==> src/rtl/if_stage.sv <==
// Instruction-fetch stage: owns the PC, drives the instruction-memory address,
// registers the IF/ID pipeline and runs the Stop -> DRAIN -> HALTED sequence.
module if_stage #(
    parameter int unsigned                  DATA_WIDTH   = 16,
    parameter int unsigned                  ADDR_WIDTH   = 8,
    parameter int unsigned                  IMM8_WIDTH   = 8,
    parameter logic [DATA_WIDTH-1:0]        NOP_INSTR    = 16'h0000,
    parameter int unsigned                  DRAIN_CYCLES = 3
) (
    input  logic                    clk,
    input  logic                    rst,
    output logic [ADDR_WIDTH-1:0]   instr_mem_addr_o,
    input  logic [DATA_WIDTH-1:0]   instr_mem_rD_i,
    input  logic                    stall_IF_ID_i,
    input  logic                    flush_IF_ID_i,
    input  logic                    Jump_i,
    input  logic [IMM8_WIDTH-1:0]   jumpAddr_i,
    input  logic                    BranchTaken_i,
    input  logic [ADDR_WIDTH-1:0]   branchAddr_i,
    input  logic                    Stop_i,
    output logic [ADDR_WIDTH-1:0]   PCD_o,
    output logic [DATA_WIDTH-1:0]   instruction_D_o,
    output logic                    halted_o,
    output logic [15:0]             fetch_count_o
);

    localparam int unsigned DRAIN_W = 4;
    localparam int unsigned CNT_W   = 16;

    typedef enum logic [1:0] {
        S_RUN    = 2'd0,
        S_DRAIN  = 2'd1,
        S_HALTED = 2'd2
    } state_t;

    state_t                 state_q, state_d;
    logic [ADDR_WIDTH-1:0]  pc_q, pc_d;
    logic [ADDR_WIDTH-1:0]  pcd_q, pcd_d;
    logic [DATA_WIDTH-1:0]  instr_q, instr_d;
    logic [DRAIN_W-1:0]     drain_q, drain_d;
    logic [CNT_W-1:0]       cnt_q, cnt_d;

    // Sequential state: PC, IF/ID register, FSM, drain counter, fetch counter
    always_ff @(posedge clk) begin
        if (rst) begin
            state_q <= S_RUN;
            pc_q    <= '0;
            pcd_q   <= '0;
            instr_q <= NOP_INSTR;
            drain_q <= '0;
            cnt_q   <= '0;
        end else begin
            state_q <= state_d;
            pc_q    <= pc_d;
            pcd_q   <= pcd_d;
            instr_q <= instr_d;
            drain_q <= drain_d;
            cnt_q   <= cnt_d;
        end
    end

    // Next-state: redirect/stall/stop priority in RUN, bubbles in DRAIN, freeze in HALTED
    always_comb begin
        state_d = state_q;
        pc_d    = pc_q;
        pcd_d   = pcd_q;
        instr_d = instr_q;
        drain_d = drain_q;
        cnt_d   = cnt_q;

        unique case (state_q)
            S_RUN: begin
                if (BranchTaken_i) begin
                    // Branch is the older instruction, so it beats everything else
                    pc_d    = branchAddr_i;
                    pcd_d   = '0;
                    instr_d = NOP_INSTR;
                end else if (stall_IF_ID_i) begin
                    pc_d    = pc_q;
                end else if (Stop_i) begin
                    pcd_d   = '0;
                    instr_d = NOP_INSTR;
                    drain_d = DRAIN_W'(DRAIN_CYCLES - 1);
                    state_d = S_DRAIN;
                end else if (Jump_i) begin
                    pc_d    = ADDR_WIDTH'(jumpAddr_i);
                    pcd_d   = '0;
                    instr_d = NOP_INSTR;
                end else if (flush_IF_ID_i) begin
                    pc_d    = pc_q + ADDR_WIDTH'(1);
                    pcd_d   = '0;
                    instr_d = NOP_INSTR;
                end else begin
                    pc_d    = pc_q + ADDR_WIDTH'(1);
                    pcd_d   = pc_q;
                    instr_d = instr_mem_rD_i;
                    if (cnt_q != '1) begin
                        cnt_d = cnt_q + CNT_W'(1);
                    end
                end
            end
            S_DRAIN: begin
                pcd_d   = '0;
                instr_d = NOP_INSTR;
                if (drain_q == '0) begin
                    state_d = S_HALTED;
                end else begin
                    drain_d = drain_q - DRAIN_W'(1);
                end
            end
            S_HALTED: begin
                state_d = S_HALTED;
            end
            default: begin
                state_d = S_RUN;
            end
        endcase
    end

    // Outputs: memory address is the PC; everything else is straight from registers
    assign instr_mem_addr_o = pc_q;
    assign PCD_o            = pcd_q;
    assign instruction_D_o  = instr_q;
    assign halted_o         = (state_q == S_HALTED);
    assign fetch_count_o    = cnt_q;

endmodule

==> config.mk <==
export PLATFORM = sky130hd
export DESIGN_NAME = if_stage
export DESIGN_NICKNAME = d
export VERILOG_FILES = /design/src/rtl/if_stage.sv
export SDC_FILE = /design/constraint.sdc
export NUM_CORES = 1
export LEC_CHECK = 0
export ABC_CLOCK_PERIOD_IN_PS = 2500
export BUFFER_PORTS_ARGS = -buffer_cell sky130_fd_sc_hd__buf_4
export CAP_MARGIN = 20
export CORE_ASPECT_RATIO = 1.75
export CORE_MARGIN = 2
export CORE_UTILIZATION = 45
export DETAILED_ROUTE_END_ITERATION = 7
export PLACE_DENSITY = 0.73
export SLEW_MARGIN = 20
export SYNTH_ARGS = -nofsm -noshare
export SYNTH_HDL_FRONTEND = slang
export SYNTH_SLANG_ARGS = --single-unit
==> constraint.sdc <==
create_clock -name clk -period 2.5 [get_ports clk]
set_input_delay 0.5 -clock clk [delete_from_list [all_inputs] [get_ports clk]]
set_output_delay 0.5 -clock clk [all_outputs]
set_load 0.01 [all_outputs]
==> impl_metrics.tcl <==
set metrics [dict create \
    placed_cells 453 \
    holdPathStages 3 \
    grt_pass1_vias 2427 \
    setup_violations 0 \
    cts-root-buf "clkbuf_8" \
    grt_usage_pct 21.3 \
    multi_input_area_um2 1410 \
    busiest_layer "met2" \
    fp.dieW_um 61.7 \
    switching_power_mw 0.815 \
    grt_pass1_wl_um 10800 \
    layout_commonest_cell "buf_4" \
    endpoint_kind "register" \
    ff2ff_path_depth 6 \
    p_sw_share_pct 36.3 \
    required_ps 2760 \
    antenna_found_initial 0 \
    n_fill_cell 551 \
    tns_ps 0 \
    rrSetupSlack_ps 410 \
    finalCritPeriodShare_pct 83.4 \
    p_per_area_nw_per_um2 657 \
    ys_types 49 \
    grt.met3_usage_pct 3.59 \
    initial_core_util_pct 47.0 \
    regArea_um2 1080 \
    rr_endpoint "instruction_D_o[2]$_SDFFE_PP0P_" \
    place_congestion 0.807 \
    die_area_um2 6480 \
    grt_use_met1_pct 23.9 \
    portBuffers 87 \
    drv_slew 0 \
    async_flop_share_pct 0 \
    use_met2_pct 37.2 \
    synth_edf_count 0 \
    synth_cells 304 \
    fin_worst_skew_ps 10.3 \
    hold_viol 0 \
    hold_slack_ps 412 \
    cts_setup_buffers 0 \
    ys_seq_elements 54 \
    irDropWorstVdd_mv 0.354 \
    cts-htree-levels 2 \
    crit_type "reg2reg" \
    core_um2 5590 \
    routedWlPerCell_um 14.9 \
    cpLargestDelayFamily "compound AO/OA/AOI/OAI gates" \
    cts_tree "yes" \
    synth_top_cell_area_share_pct 41.2 \
    timing.fmax_mhz 479 \
    clock-sinks 54 \
    comb_power_share_pct 32.7 \
    die_h_um 105 \
    cp-start-kind "register" \
    grt_overflow 0 \
    synth_top_area_cell "dfxtp_1" \
    clk_pin_slew_ps 100 \
    slew_headroom_pct 30.3 \
    endpoint "instruction_D_o[2]$_SDFFE_PP0P_" \
    drive_gt1_share_pct 27.5 \
    crit_buf_inv 2 \
    cts.path.max_buffers 2 \
    area_growth_pct 30.3 \
    cp_num_cells 6 \
    p_int_mw 1.43 \
    cp_cell_sequence "inv_1, ha_1, buf_4, o21ai_2, a22oi_1, nor2_1" \
    antenna_cells 0 \
    maxCapViolCount 0 \
    nets 431 \
    layout.cells.non_filler 461 \
    postCtsResizedCells 0 \
    synth_nets 351 \
    status "completed" \
    avgSynthCellArea_um2 8.63 \
    synth-main-ff-cell "dfxtp_1" \
    r2r-start "state_q[0]$_SDFFE_PP0P_" \
    drc_errors 0 \
    vias_per_cell 5.72 \
    min_period_ps 2090 \
    post-dp-hpwl_um 4990 \
    ys_seq_area_share_pct 41.2 \
    layout_common_cells "90 x buf_4, 54 x dfxtp_1, 35 x nor2_1, 24 x a22oi_1, 20 x a21oi_1" \
    grt_max_degree 59 \
    firstDrtPassIters 4 \
    num_rows 36 \
    cp.arrival_ps 2340 \
    power_frac_clock_pct 22.7 \
    ant_nets 0 \
    crit_start "state_q[0]$_SDFFE_PP0P_" \
    cp_slowest_stage_delay_ps 800 \
    yosys_warnings 0 \
    vias 2639 \
    rsz0062_at_grt "no" \
    synth_area_um2 2620 \
    clock_latency_ps 320 \
    power_leakage_nw 1.36 \
    numCtsBuffers 5 \
    ctsHoldBuffers 0 \
    dr.first_iter.drc_count 174 \
    ioPinCount 88 \
    sequentialPowerShare_pct 44.6 \
    ys_top_cells_by_area "dfxtp_1 41%, a22oi_1 6.9%, nor2_1 5.0%" \
    worst_pin_slew_ps 1040 \
    crit_fanout 24 \
    p_total_mw 2.24 \
    cp_slowest_cell "o21ai_2" \
    hp-class "in2reg" \
    wl_um 6860 \
]
## cell type report
cell class	instances	share of cell area, %
Tap cell	76	2.78
Clock inverter	3	0.695
Multi-Input combinational cell	217	41.4
Inverter	16	1.76
Sequential cell	54	31.6
Clock buffer	5	2.01
Timing Repair Buffer	90	19.8
## metal layers
layer,wire [um],vias to the layer above
met5,0,-
met4,208,0
met3,346,16
met2,3610,85
met1,2700,1232
li1,-,1306
## synth_stat cells, types with 6 or more instances
cell	count
nor2_1	35
nand3_1	8
a21oi_1	20
clkbuf_1	14
ha_1	8
inv_1	16
o21ai_0	9
o31ai_1	6
nand4_1	9
nor3_1	6
a22oi_1	24
nand2_1	13
dfxtp_1	54
## metrics by stage
step | setup slack (ps) | cell area, um2 | utilization (%)
finish | 414 | 3420 | 61.2
detailed placement | 303 | 3330 | 59.5
CTS | 359 | 3420 | 61.2
floorplan | 621 | 2620 | -
global placement | 366 | 3330 | 59.5
global route | 210 | 3420 | 61.2
## worst min-delay path by stage
stage	from	endpoint	slack (ps)
after CTS	instr_mem_rD_i[9]	instruction_D_o[9]$_SDFFE_PP0P_	410
after detailed placement	drain_q[3]$_SDFFE_PP0P_	drain_q[3]$_SDFFE_PP0P_	500
after floorplan	drain_q[3]$_SDFFE_PP0P_	drain_q[3]$_SDFFE_PP0P_	480
final	instr_mem_rD_i[5]	instruction_D_o[5]$_SDFFE_PP0P_	410
after global placement	drain_q[3]$_SDFFE_PP0P_	drain_q[3]$_SDFFE_PP0P_	490
after global routing	instr_mem_rD_i[15]	instruction_D_o[15]$_SDFFE_PP0P_	410
## worst register-to-register path: cells and delay by family (launching register included)
kind	cells	cell delay [ps]
AO/OA/AOI/OAI	2	1020
flip-flops	1	370
buffers and inverters	2	280
adder cells (fa/ha/maj)	1	220
AND/OR/NAND/NOR	1	130
## power by group through the flow
stage | registers [mW] | logic (mW) | clock network (mW)
floorplan | 1.01 | 0.487 | 0
global placement | 1.02 | 0.734 | 0
detailed placement | 1.02 | 0.739 | 0
CTS | 1.00 | 0.744 | 0.528
global route | 1.02 | 0.811 | 0.565
finish | 1.00 | 0.734 | 0.509
## state kept, by name, indices dropped and copies added, names as in the netlist
register          count
PCD_o                 8
drain_q               4
fetch_count_o        16
instr_mem_addr_o      8
instruction_D_o      16
state_q               2
## kinds of logic (layout without fill, tap and decap cells)
family | after synthesis | count (layout) | share of synthesized area [%]
AND/OR/NAND/NOR | 107 | 107 | 21.9
buffers and inverters | 33 | 114 | 5.05
XOR/XNOR | 3 | 3 | 1.00
multiplexers | 6 | 6 | 2.34
AO/OA/AOI/OAI | 93 | 93 | 24.7
adder cells (fa/ha/maj) | 8 | 8 | 3.82
flip-flops | 54 | 54 | 41.2
(Power assumes the default switching activity.)
